--- config.mk ---
export PLATFORM = sky130hd
export DESIGN_NAME = legv8_instr_encoder_flat
export DESIGN_NICKNAME = d
export VERILOG_FILES = /design/src/rtl/legv8_pkg.sv /design/src/rtl/legv8_instr_encoder_if.sv /design/src/rtl/legv8_enc_word.sv /design/src/rtl/legv8_instr_encoder.sv /design/src/flat_wrapper.sv
export SDC_FILE = /design/constraint.sdc
export NUM_CORES = 1
export LEC_CHECK = 0
export CORE_ASPECT_RATIO = 0.6
export CORE_UTILIZATION = 33
export CTS_CLUSTER_DIAMETER = 120
export CTS_CLUSTER_SIZE = 40
export DETAILED_ROUTE_END_ITERATION = 10
export DONT_BUFFER_PORTS = 1
export GPL_TIMING_DRIVEN = 0
export MAX_ROUTING_LAYER = met4
export PLACE_DENSITY = 0.49
export SLEW_MARGIN = 20
export SYNTH_ARGS = -nofsm -noshare
export SYNTH_HDL_FRONTEND = slang
export SYNTH_SLANG_ARGS = --single-unit
--- constraint.sdc ---
create_clock -name clock -period 4 [get_ports clock]
set_clock_uncertainty 0.15 [all_clocks]
set_input_delay 0.4 -clock clock [delete_from_list [all_inputs] [get_ports clock]]
set_output_delay 0.4 -clock clock [all_outputs]
set_load 0.1 [all_outputs]
--- src/rtl/legv8_pkg.sv ---
// LEGv8 instruction-encoder shared definitions: symbolic op codes and the
// opcode field values shared with the control decoder.
package legv8_pkg;

    // Symbolic request op codes; codes 14 and 15 are unused and treated as illegal.
    typedef enum logic [3:0] {
        OP_ADD  = 4'd0,
        OP_SUB  = 4'd1,
        OP_AND  = 4'd2,
        OP_ORR  = 4'd3,
        OP_EOR  = 4'd4,
        OP_LDUR = 4'd5,
        OP_STUR = 4'd6,
        OP_LSL  = 4'd7,
        OP_LSR  = 4'd8,
        OP_BR   = 4'd9,
        OP_CBZ  = 4'd10,
        OP_CBNZ = 4'd11,
        OP_B    = 4'd12,
        OP_BL   = 4'd13
    } op_t;

    // R- and D-format 11-bit opcodes
    localparam logic [10:0] OPC_ADD  = 11'h458;
    localparam logic [10:0] OPC_SUB  = 11'h658;
    localparam logic [10:0] OPC_AND  = 11'h450;
    localparam logic [10:0] OPC_ORR  = 11'h550;
    localparam logic [10:0] OPC_EOR  = 11'h650;
    localparam logic [10:0] OPC_LDUR = 11'h7C2;
    localparam logic [10:0] OPC_STUR = 11'h7C0;
    localparam logic [10:0] OPC_LSL  = 11'h69B;
    localparam logic [10:0] OPC_LSR  = 11'h69A;
    localparam logic [10:0] OPC_BR   = 11'h6B0;

    // CB-format 8-bit opcodes
    localparam logic [7:0]  OPC_CBZ  = 8'hB4;
    localparam logic [7:0]  OPC_CBNZ = 8'hB5;

    // B-format 6-bit opcodes
    localparam logic [5:0]  OPC_B    = 6'h05;
    localparam logic [5:0]  OPC_BL   = 6'h25;

    // True when the upper bits of a 26-bit value from bit TOP are all sign copies,
    // i.e. the value fits a signed field of width TOP+1.
    function automatic logic sign_bits_equal(input logic [25:0] v, input logic [25:0] mask);
        return ((v & mask) == mask) || ((v & mask) == 26'd0);
    endfunction

endpackage

--- src/rtl/legv8_instr_encoder_if.sv ---
// Request/imem-write bundle of the LEGv8 instruction encoder.
// master: the loader/memory side; slave: the encoder.
interface legv8_instr_encoder_if #(
    parameter int ADDR_W = 12
);
    import legv8_pkg::*;

    logic              in_valid;
    logic              in_ready;
    logic [3:0]        in_op;
    logic [4:0]        in_rd;
    logic [4:0]        in_rn;
    logic [4:0]        in_rm;
    logic [25:0]       in_imm;
    logic              base_load;
    logic [ADDR_W-1:0] base_addr;
    logic              clr_err;
    logic              imem_we;
    logic              imem_ready;
    logic [ADDR_W-1:0] imem_addr;
    logic [31:0]       imem_wdata;
    logic [ADDR_W-1:0] word_count;
    logic              err_illegal;
    logic              err_range;

    modport master (
        output in_valid, in_op, in_rd, in_rn, in_rm, in_imm,
               base_load, base_addr, clr_err, imem_ready,
        input  in_ready, imem_we, imem_addr, imem_wdata,
               word_count, err_illegal, err_range
    );

    modport slave (
        input  in_valid, in_op, in_rd, in_rn, in_rm, in_imm,
               base_load, base_addr, clr_err, imem_ready,
        output in_ready, imem_we, imem_addr, imem_wdata,
               word_count, err_illegal, err_range
    );

endinterface

--- src/rtl/legv8_enc_word.sv ---
// Combinational LEGv8 encoder: symbolic op + fields -> 32-bit word plus
// illegal-op and immediate-range flags.
// Optional feature macro: LEGV8_ENC_RANGE_CHECK_EN (immediate range checking).
module legv8_enc_word
    import legv8_pkg::*;
(
    input  logic [3:0]  i_op,
    input  logic [4:0]  i_rd,
    input  logic [4:0]  i_rn,
    input  logic [4:0]  i_rm,
    input  logic [25:0] i_imm,
    output logic [31:0] o_word,
    output logic        o_illegal,
    output logic        o_range_err
);

    // Assemble the instruction word for the requested format
    always_comb begin
        o_word    = 32'd0;
        o_illegal = 1'b0;
        case (i_op)
            OP_ADD:  o_word = {OPC_ADD,  i_rm, 6'd0, i_rn, i_rd};
            OP_SUB:  o_word = {OPC_SUB,  i_rm, 6'd0, i_rn, i_rd};
            OP_AND:  o_word = {OPC_AND,  i_rm, 6'd0, i_rn, i_rd};
            OP_ORR:  o_word = {OPC_ORR,  i_rm, 6'd0, i_rn, i_rd};
            OP_EOR:  o_word = {OPC_EOR,  i_rm, 6'd0, i_rn, i_rd};
            OP_LDUR: o_word = {OPC_LDUR, i_imm[8:0], 2'b00, i_rn, i_rd};
            OP_STUR: o_word = {OPC_STUR, i_imm[8:0], 2'b00, i_rn, i_rd};
            OP_LSL:  o_word = {OPC_LSL,  5'd0, i_imm[5:0], i_rn, i_rd};
            OP_LSR:  o_word = {OPC_LSR,  5'd0, i_imm[5:0], i_rn, i_rd};
            OP_BR:   o_word = {OPC_BR,   5'd0, 6'd0, i_rn, 5'd0};
            OP_CBZ:  o_word = {OPC_CBZ,  i_imm[18:0], i_rd};
            OP_CBNZ: o_word = {OPC_CBNZ, i_imm[18:0], i_rd};
            OP_B:    o_word = {OPC_B,    i_imm};
            OP_BL:   o_word = {OPC_BL,   i_imm};
            default: o_illegal = 1'b1;
        endcase
    end

`ifdef LEGV8_ENC_RANGE_CHECK_EN
    // Flag immediates that do not fit their field; illegal ops never raise it
    always_comb begin
        o_range_err = 1'b0;
        case (i_op)
            OP_LDUR, OP_STUR: o_range_err = ~sign_bits_equal(i_imm, 26'h3FFFF00);
            OP_CBZ,  OP_CBNZ: o_range_err = ~sign_bits_equal(i_imm, 26'h3FC0000);
            OP_LSL,  OP_LSR:  o_range_err = |i_imm[25:6];
            default:          o_range_err = 1'b0;
        endcase
    end
`else
    assign o_range_err = 1'b0;
`endif

endmodule

--- src/rtl/legv8_instr_encoder.sv ---
// LEGv8 instruction encoder top: accepts symbolic requests, encodes them and
// writes them sequentially into imem through a one-entry output register.
// Optional feature macro: LEGV8_ENC_RANGE_CHECK_EN (drops out-of-range immediates
// and reports them on err_range; otherwise immediates are truncated).
module legv8_instr_encoder
    import legv8_pkg::*;
#(
    parameter int ADDR_W   = 12,
    parameter int ADDR_INC = 4
) (
    input  logic                  clock,
    input  logic                  reset_n,
    legv8_instr_encoder_if.slave  bus
);

    logic              r_we;
    logic [ADDR_W-1:0] r_addr;
    logic [31:0]       r_wdata;
    logic [ADDR_W-1:0] r_next_addr;
    logic [ADDR_W-1:0] r_count;
    logic              r_err_illegal;

    logic              w_in_ready;
    logic              w_accept;
    logic              w_load;
    logic              w_done;
    logic [ADDR_W-1:0] w_wr_addr;
    logic [31:0]       w_word;
    logic              w_illegal;
    logic              w_range_err;

    legv8_enc_word u_enc (
        .i_op        (bus.in_op),
        .i_rd        (bus.in_rd),
        .i_rn        (bus.in_rn),
        .i_rm        (bus.in_rm),
        .i_imm       (bus.in_imm),
        .o_word      (w_word),
        .o_illegal   (w_illegal),
        .o_range_err (w_range_err)
    );

    // The output register can take a new word whenever it is empty or draining
    assign w_in_ready = ~r_we | bus.imem_ready;
    assign w_accept   = bus.in_valid & w_in_ready;
    // Illegal or out-of-range requests are consumed but never written
    assign w_load     = w_accept & ~w_illegal & ~w_range_err;
    assign w_done     = r_we & bus.imem_ready;
    // A same-cycle base_load redirects the word being accepted
    assign w_wr_addr  = bus.base_load ? bus.base_addr : r_next_addr;

    // Output register: load on a legal accept, empty once the memory takes the word
    always_ff @(posedge clock or negedge reset_n) begin
        if (!reset_n) begin
            r_we    <= 1'b0;
            r_addr  <= '0;
            r_wdata <= 32'd0;
        end else if (w_load) begin
            r_we    <= 1'b1;
            r_addr  <= w_wr_addr;
            r_wdata <= w_word;
        end else if (bus.imem_ready) begin
            r_we    <= 1'b0;
        end
    end

    // Next write address: advances per legal accept, wraps naturally modulo 2**ADDR_W
    always_ff @(posedge clock or negedge reset_n) begin
        if (!reset_n) begin
            r_next_addr <= '0;
        end else if (w_load) begin
            r_next_addr <= w_wr_addr + ADDR_W'(ADDR_INC);
        end else if (bus.base_load) begin
            r_next_addr <= bus.base_addr;
        end
    end

    // Completed-write counter, restarted by base_load
    always_ff @(posedge clock or negedge reset_n) begin
        if (!reset_n) begin
            r_count <= '0;
        end else if (bus.base_load) begin
            r_count <= '0;
        end else if (w_done) begin
            r_count <= r_count + ADDR_W'(1);
        end
    end

    // Sticky illegal-op flag; a new error beats a simultaneous clear
    always_ff @(posedge clock or negedge reset_n) begin
        if (!reset_n) begin
            r_err_illegal <= 1'b0;
        end else begin
            r_err_illegal <= (r_err_illegal & ~bus.clr_err) | (w_accept & w_illegal);
        end
    end

`ifdef LEGV8_ENC_RANGE_CHECK_EN
    logic r_err_range;

    // Sticky range flag; a new error beats a simultaneous clear
    always_ff @(posedge clock or negedge reset_n) begin
        if (!reset_n) begin
            r_err_range <= 1'b0;
        end else begin
            r_err_range <= (r_err_range & ~bus.clr_err) | (w_accept & w_range_err);
        end
    end

    assign bus.err_range = r_err_range;
`else
    assign bus.err_range = 1'b0;
`endif

    assign bus.in_ready    = w_in_ready;
    assign bus.imem_we     = r_we;
    assign bus.imem_addr   = r_addr;
    assign bus.imem_wdata  = r_wdata;
    assign bus.word_count  = r_count;
    assign bus.err_illegal = r_err_illegal;

endmodule

--- src/flat_wrapper.sv ---
// flat-port wrapper written by rule: the top's interface ports become plain ports
module legv8_instr_encoder_flat import legv8_pkg::*;
#(
    parameter int ADDR_W   = 12,
    parameter int ADDR_INC = 4
)
  (clock, reset_n, bus_in_valid, bus_in_op, bus_in_rd, bus_in_rn, bus_in_rm, bus_in_imm, bus_base_load, bus_base_addr, bus_clr_err, bus_imem_ready, bus_in_ready, bus_imem_we, bus_imem_addr, bus_imem_wdata, bus_word_count, bus_err_illegal, bus_err_range);
  legv8_instr_encoder_if #(.ADDR_W(ADDR_W)) bus_i ();
  input  logic clock;
  input  logic reset_n;
  input wire logic [$bits(bus_i.in_valid)-1:0] bus_in_valid;
  input wire logic [$bits(bus_i.in_op)-1:0] bus_in_op;
  input wire logic [$bits(bus_i.in_rd)-1:0] bus_in_rd;
  input wire logic [$bits(bus_i.in_rn)-1:0] bus_in_rn;
  input wire logic [$bits(bus_i.in_rm)-1:0] bus_in_rm;
  input wire logic [$bits(bus_i.in_imm)-1:0] bus_in_imm;
  input wire logic [$bits(bus_i.base_load)-1:0] bus_base_load;
  input wire logic [$bits(bus_i.base_addr)-1:0] bus_base_addr;
  input wire logic [$bits(bus_i.clr_err)-1:0] bus_clr_err;
  input wire logic [$bits(bus_i.imem_ready)-1:0] bus_imem_ready;
  output wire logic [$bits(bus_i.in_ready)-1:0] bus_in_ready;
  output wire logic [$bits(bus_i.imem_we)-1:0] bus_imem_we;
  output wire logic [$bits(bus_i.imem_addr)-1:0] bus_imem_addr;
  output wire logic [$bits(bus_i.imem_wdata)-1:0] bus_imem_wdata;
  output wire logic [$bits(bus_i.word_count)-1:0] bus_word_count;
  output wire logic [$bits(bus_i.err_illegal)-1:0] bus_err_illegal;
  output wire logic [$bits(bus_i.err_range)-1:0] bus_err_range;
  assign bus_i.in_valid = bus_in_valid;
  assign bus_i.in_op = bus_in_op;
  assign bus_i.in_rd = bus_in_rd;
  assign bus_i.in_rn = bus_in_rn;
  assign bus_i.in_rm = bus_in_rm;
  assign bus_i.in_imm = bus_in_imm;
  assign bus_i.base_load = bus_base_load;
  assign bus_i.base_addr = bus_base_addr;
  assign bus_i.clr_err = bus_clr_err;
  assign bus_i.imem_ready = bus_imem_ready;
  assign bus_in_ready = bus_i.in_ready;
  assign bus_imem_we = bus_i.imem_we;
  assign bus_imem_addr = bus_i.imem_addr;
  assign bus_imem_wdata = bus_i.imem_wdata;
  assign bus_word_count = bus_i.word_count;
  assign bus_err_illegal = bus_i.err_illegal;
  assign bus_err_range = bus_i.err_range;
  legv8_instr_encoder #(.ADDR_W(ADDR_W), .ADDR_INC(ADDR_INC)) u_core (.clock(clock), .reset_n(reset_n), .bus(bus_i));
endmodule
==> Word level (Yosys, flattened, before mapping) <==
Index checks and enable logic that the tools add are counted.
{ "totals": {"inputBits": 63, "elab_cells": 42, "mem_bits_rw": 0, "register_bits": 70, "output_inout_bits": 60, "latch_bits": 0, "romBits": 0, "n_memories": 0} }
{ "classes": {"addsub": 2, "div_mod_pow": 0, "mux": 8, "n_reduce_logical": 4, "bitwise_logic": 9, "order_cmp": 0, "shifts": 0, "eq_ne": 13, "multipliers": 0} }
{ "op_table": {"columns": ["op", "count"], "rows": [
  ["$pmux W32 S14", 1],
  ["$mux W12", 4],
  ["$eq A4 B4 Y1 const B", 6],
  ["$eq A4 B3 Y1 const B", 4],
  ["$reduce_or A14 Y1", 1],
  ["$add A12 B1 Y12 const B", 1],
  ["$add A12 B3 Y12 const B", 1],
  ["$eq A4 B2 Y1 const B", 2],
  ["$and A1 B1 Y1", 5],
  ["$eq A4 B1 Y1 const B", 1],
  ["$logic_not A4 Y1", 1],
  ["$reduce_bool A2 Y1", 2],
  ["$mux W1", 3],
  ["$not A1 Y1", 2],
  ["$or A1 B1 Y1", 2]
]} }

==> Logic depth before layout (Yosys ltp) <==
{ "depth": {"depth_word": 5, "mapped_depth": 9, "ltp_nobuf": 8} }

==> By module <==
Synthesis repeated with hierarchy kept, for this count alone.
{ "unflattened": {"cells_unflattened": 388, "area_unflattened_um2": 4008.8} }
{ "modules_own_cells": {"columns": ["module", "instances", "cells_each", "area_per_inst_um2"], "rows": [
  ["legv8_instr_encoder", 1, 240, 3021.6],
  ["legv8_enc_word", 1, 148, 987.2]
]} }

==> Worst setup path before layout <==
OpenSTA, ideal clock, no wires.
{ "synth_path": {"path_kind": "register to register", "startpoint": "register u_core.r_we, in the netlist u_core.bus.imem_we", "endpoint": "register u_core.r_addr[1], in the netlist u_core.bus.imem_addr[1]", "setup_slack_ns": 1.271, "n_path_buf": 1, "t_arrival_ns": 2.453, "period_less_slack_ns": 2.729, "required_ns": 3.724, "stages_incl_launch_ff": 6, "path_cell_list": "dfrtp_1 > nor2b_1 > inv_2 > nand3_1 > clkbuf_1 > mux2_2"} }
{ "synth_via": {"elab_chain_cells": 4} }
{ "synth_lines": {"columns": ["element", "line", "rtl"], "rows": [
  ["start: declaration", "legv8_instr_encoder.sv:16", "logic r_we;"],
  ["start signal: assignment", "legv8_instr_encoder.sv:55", "r_we <= 1'b0;"],
  ["start signal: assignment", "legv8_instr_encoder.sv:59", "r_we <= 1'b1;"],
  ["start signal: assignment", "legv8_instr_encoder.sv:63", "r_we <= 1'b0;"],
  ["$not A1 Y1", "legv8_instr_encoder.sv:44", "assign w_in_ready = ~r_we | bus.imem_ready;"],
  ["$or A1 B1 Y1", "legv8_instr_encoder.sv:44", null],
  ["net bus_in_ready", "flat_wrapper.sv:21", "output wire logic [$bits(bus_i.in_ready)-1:0] bus_in_ready;"],
  ["$and A1 B1 Y1", "legv8_instr_encoder.sv:45", "assign w_accept = bus.in_valid & w_in_ready;"],
  ["$and A1 B1 Y1", "legv8_instr_encoder.sv:47", "assign w_load = w_accept & ~w_illegal & ~w_range_err;"],
  ["end signal: assignment", "legv8_instr_encoder.sv:60", "r_addr <= w_wr_addr;"],
  ["end: declaration", "legv8_instr_encoder.sv:17", "logic [ADDR_W-1:0] r_addr;"]
]} }
The timed path passes the listed nets, and every way through them passes these cells.
A chain may end at the register's enable or synchronous reset.

==> Worst setup path after layout <==
{ "layout_path": {"startpoint": "register u_core.r_we, in the netlist u_core.bus.imem_we", "endpoint": "register u_core.r_wdata[14], in the netlist u_core.bus.imem_wdata[14]"} }
{ "layout_via": {"elab_chain_cells": 4} }
{ "layout_lines": {"columns": ["element", "line", "rtl"], "rows": [
  ["$not A1 Y1", "legv8_instr_encoder.sv:44", null],
  ["$or A1 B1 Y1", "legv8_instr_encoder.sv:44", null],
  ["net bus_in_ready", "flat_wrapper.sv:21", null],
  ["$and A1 B1 Y1", "legv8_instr_encoder.sv:45", null],
  ["$and A1 B1 Y1", "legv8_instr_encoder.sv:47", null],
  ["end signal: assignment", "legv8_instr_encoder.sv:61", "r_wdata <= w_word;"],
  ["end: declaration", "legv8_instr_encoder.sv:18", "logic [31:0] r_wdata;"]
]} }
The timed path passes the listed nets, and every way through them passes these cells.

==> flow_metrics.env <==
export IMPL_outcome="finished clean"
export IMPL_fillCellCount=994
export IMPL_arrival_ps=3200
export IMPL_syn2layout_area_growth_pct=15.8
export IMPL_layout_nets=438
export IMPL_ys_seq_area_share_pct=50.1
export IMPL_synth_edff_count=0
export IMPL_vias=2905
export IMPL_ys_seq_elements=70
export IMPL_max_slew_margin_pct=32.2
export IMPL_first_global_vias=2838
export IMPL_wl_mm=10.9
export IMPL_ir_worst_vdd_uv=283
export IMPL_wire_per_inst_um=21.3
export IMPL_synth_cell_types=46
export IMPL_syn_inst=359
export IMPL_p_per_area_nw_per_um2=662
export IMPL_synth_compound_area_share_pct=18.1
export IMPL_worst_slew_pin_slew_ps=1020
export IMPL_firstDrtPassIters=7
export IMPL_drive_gt1_share_pct=9.26
export IMPL_cts_setup_buffers=0
export IMPL_first_iter_violations=311
export IMPL_start_kind="flip-flop"
export IMPL_p_leak_nw=1.70
export IMPL_drc_errors=0
export IMPL_dp_cells=494
export IMPL_grt_pass1_wl_mm=16.6
export IMPL_grt_use_total_pct=21.4
export IMPL_fin_crit_sh_pct=79.8
export IMPL_placementRows=28
export IMPL_crit_required_ps=4010
export IMPL_reg2reg_slack_ps=810
export IMPL_fin_setup_tns_ps=0
export IMPL_antenna_found_initial=0
export IMPL_crit_type="reg -> reg"
export IMPL_syn_area_sq_um=3490
export IMPL_clk_pin_slew_ps=60
export IMPL_cp_end_kind="flip-flop"
export IMPL_antenna_cells=0
export IMPL_die_area_sq_um=11000
export IMPL_grt_overflow=0
export IMPL_timing_hold_ws_ps=67.1
export IMPL_synth_nets=424
export IMPL_ys_flop_type="dfrtp_1"
export IMPL_yosys_area_share_adder_pct=0.716
export IMPL_total_power_w=0.00268
export IMPL_io_buffer_count=0
export IMPL_clock_path_buffers=2
export IMPL_io_pins=123
export IMPL_cp_max_fo=10
export IMPL_die_h_um=81.7
export IMPL_clock_latency_ps=330
export IMPL_initial_core_util_pct=34.7
export IMPL_grt_max_degree=71
export IMPL_clock_sinks=70
export IMPL_crit_start="u_core.bus.imem_we"
export IMPL_core_sq_um=10100
export IMPL_reg2reg_to="u_core.bus.imem_wdata[14]"
export IMPL_cts_max_level=3
export IMPL_hold_violations=0
export IMPL_synth_xor_area_share_pct=5.27
export IMPL_vias_per_cell=5.66
export IMPL_maxSlewViolCount=0
export IMPL_utilization_pct=40.2
export IMPL_hpwl_mm=8.14
export IMPL_cts_tree="done"
export IMPL_endpoint="u_core.bus.imem_wdata[14]"
export IMPL_setup_viol=0
export IMPL_ant_nets=0
export IMPL_reg2reg_depth=6
export IMPL_drv_cap=0
export IMPL_min_path_type="in -> reg"
export IMPL_timing_rr_start="u_core.bus.imem_we"
export IMPL_rsz0062_at_grt="false"
export IMPL_finalCriticalPeriod_ps=3190
export IMPL_yosys_warnings=0
export IMPL_synth_simple_area_share_pct=16.6
export IMPL_fmax_ghz=0.313
export IMPL_cts_buffers=9
export IMPL_synth_top_family_by_area="compound AO/OA/AOI/OAI gates"
export IMPL_root_buffer="clkbuf_16"
export IMPL_dieWidth_um=135
export IMPL_synth_avg_cell_area_sq_um=9.73
export IMPL_place_congestion=0.789
export IMPL_synth_area_mux_share_pct=4.80
export IMPL_instances_no_fill=513
export IMPL_synthArstFlopShare_pct=100
## state kept, by name (all words and copies together) (netlist names)
signal                  flops
u_core.bus.err_illegal      1
u_core.r_next_addr         12
u_core.bus.word_count      12
u_core.bus.imem_we          1
u_core.bus.imem_addr       12
u_core.bus.imem_wdata      32
## worst min path at each step
stage / end / slack, ps / cells after the start / from
detailed placement: u_core.bus.imem_addr[7] / -40 / 0 / reset_n
finish: u_core.bus.imem_wdata[15] / 70 / 2 / bus_in_imm[5]
floorplan: u_core.bus.err_illegal / -50 / 0 / reset_n
global placement: u_core.bus.imem_addr[9] / -40 / 0 / reset_n
global route: u_core.bus.imem_wdata[15] / 70 / 2 / bus_in_imm[5]
CTS: u_core.bus.imem_wdata[15] / 60 / 2 / bus_in_imm[5]
## worst max-delay path, stage by stage, from the launching register on
cell and delay, ps:
dfrtp_1 740, nor2b_1 360, inv_2 400, nand2_1 180, a21oi_1 390, clkbuf_1 600, a31oi_1 200
## placed cells by master, fill, tap and decap left out, types with 3 or more instances in the layout
cell type	Yosys	routed
a21o_1	4	4
a21oi_1	7	7
a221oi_1	13	13
a222oi_1	11	11
a22oi_1	6	6
a31oi_1	10	10
a32oi_1	3	3
and3_1	3	3
buf_2	4	4
clkbuf_1	18	18
clkbuf_16	0	9
dfrtp_1	70	70
inv_1	5	5
mux2_2	5	5
mux2i_1	10	10
nand2_1	48	48
nand3_1	10	10
nor2_1	47	47
nor2b_1	5	5
o21ai_0	16	16
o21ai_1	9	9
xnor2_1	7	7
xor2_1	14	14
## area by class of cell
cell class	instances	area, sq um	area share, %
buffer	27	125	3.09
clock buffer	11	253	6.25
clock inverter	5	81.3	2.01
inverter	7	26.3	0.650
multi-input combinational	255	1590	39.3
sequential	70	1750	43.3
tap	135	169	4.18
timing repair buffer	3	47.5	1.18
## cells in the mapped netlist (3+ instances only)
cell       n  share of area [%]
dfrtp_1   70                 50
nand2_1   48                5.2
nor2_1    47                5.1
clkbuf_1  18                1.9
o21ai_0   16                2.3
xor2_1    14                3.5
a221oi_1  13                3.3
a222oi_1  11                3.2
a31oi_1   10                1.8
mux2i_1   10                2.9
nand3_1   10                1.4
o21ai_1    9                1.3
a21oi_1    7                1.0
xnor2_1    7                1.8
a22oi_1    6                1.3
inv_1      5               0.54
mux2_2     5                1.6
nor2b_1    5               0.90
a21o_1     4               0.86
buf_2      4               0.57
a32oi_1    3               0.75
and3_1     3               0.54
## where the power goes
part	total [W]	internal [W]	switching, W
sequential	0.00150	0.000795	0.000701
combinational	0.000286	0.000107	0.000179
clock	0.000896	0.000580	0.000316
## routing by layer
metal	track usage, %	routed length [um]	vias up
met3	9.57	1230	10
li1	-	-	1311
met2	27.3	4310	143
met4	4.83	78	0
met1	29.9	5330	1441
met5	-	0	-
## cell families (layout without fill, tap and decap cells)
group | after synthesis | in the layout
AOI/OAI and AO/OA | 87 | 87
xor gates and xnor gates | 21 | 21
adders and majority gates | 2 | 2
buffers and inverters | 34 | 53
DFF | 70 | 70
muxes | 16 | 16
other | 1 | 1
and+or+nand+nor | 128 | 128
## through the flow
step / setup WS (ps) / area (sq um)
after global routing: 651 / 4040
after CTS: 783 / 4040
after detailed placement: 805 / 3660
after global placement: 852 / 3660
final: 806 / 4040
after floorplan: 1270 / 3490
## what timing repair did
item                                   CTS  global route
hold buffers                             3             0
resized for setup                        0             0
endpoints found under the hold margin   71             0
No activity file was read; power rests on OpenSTA's default activity.
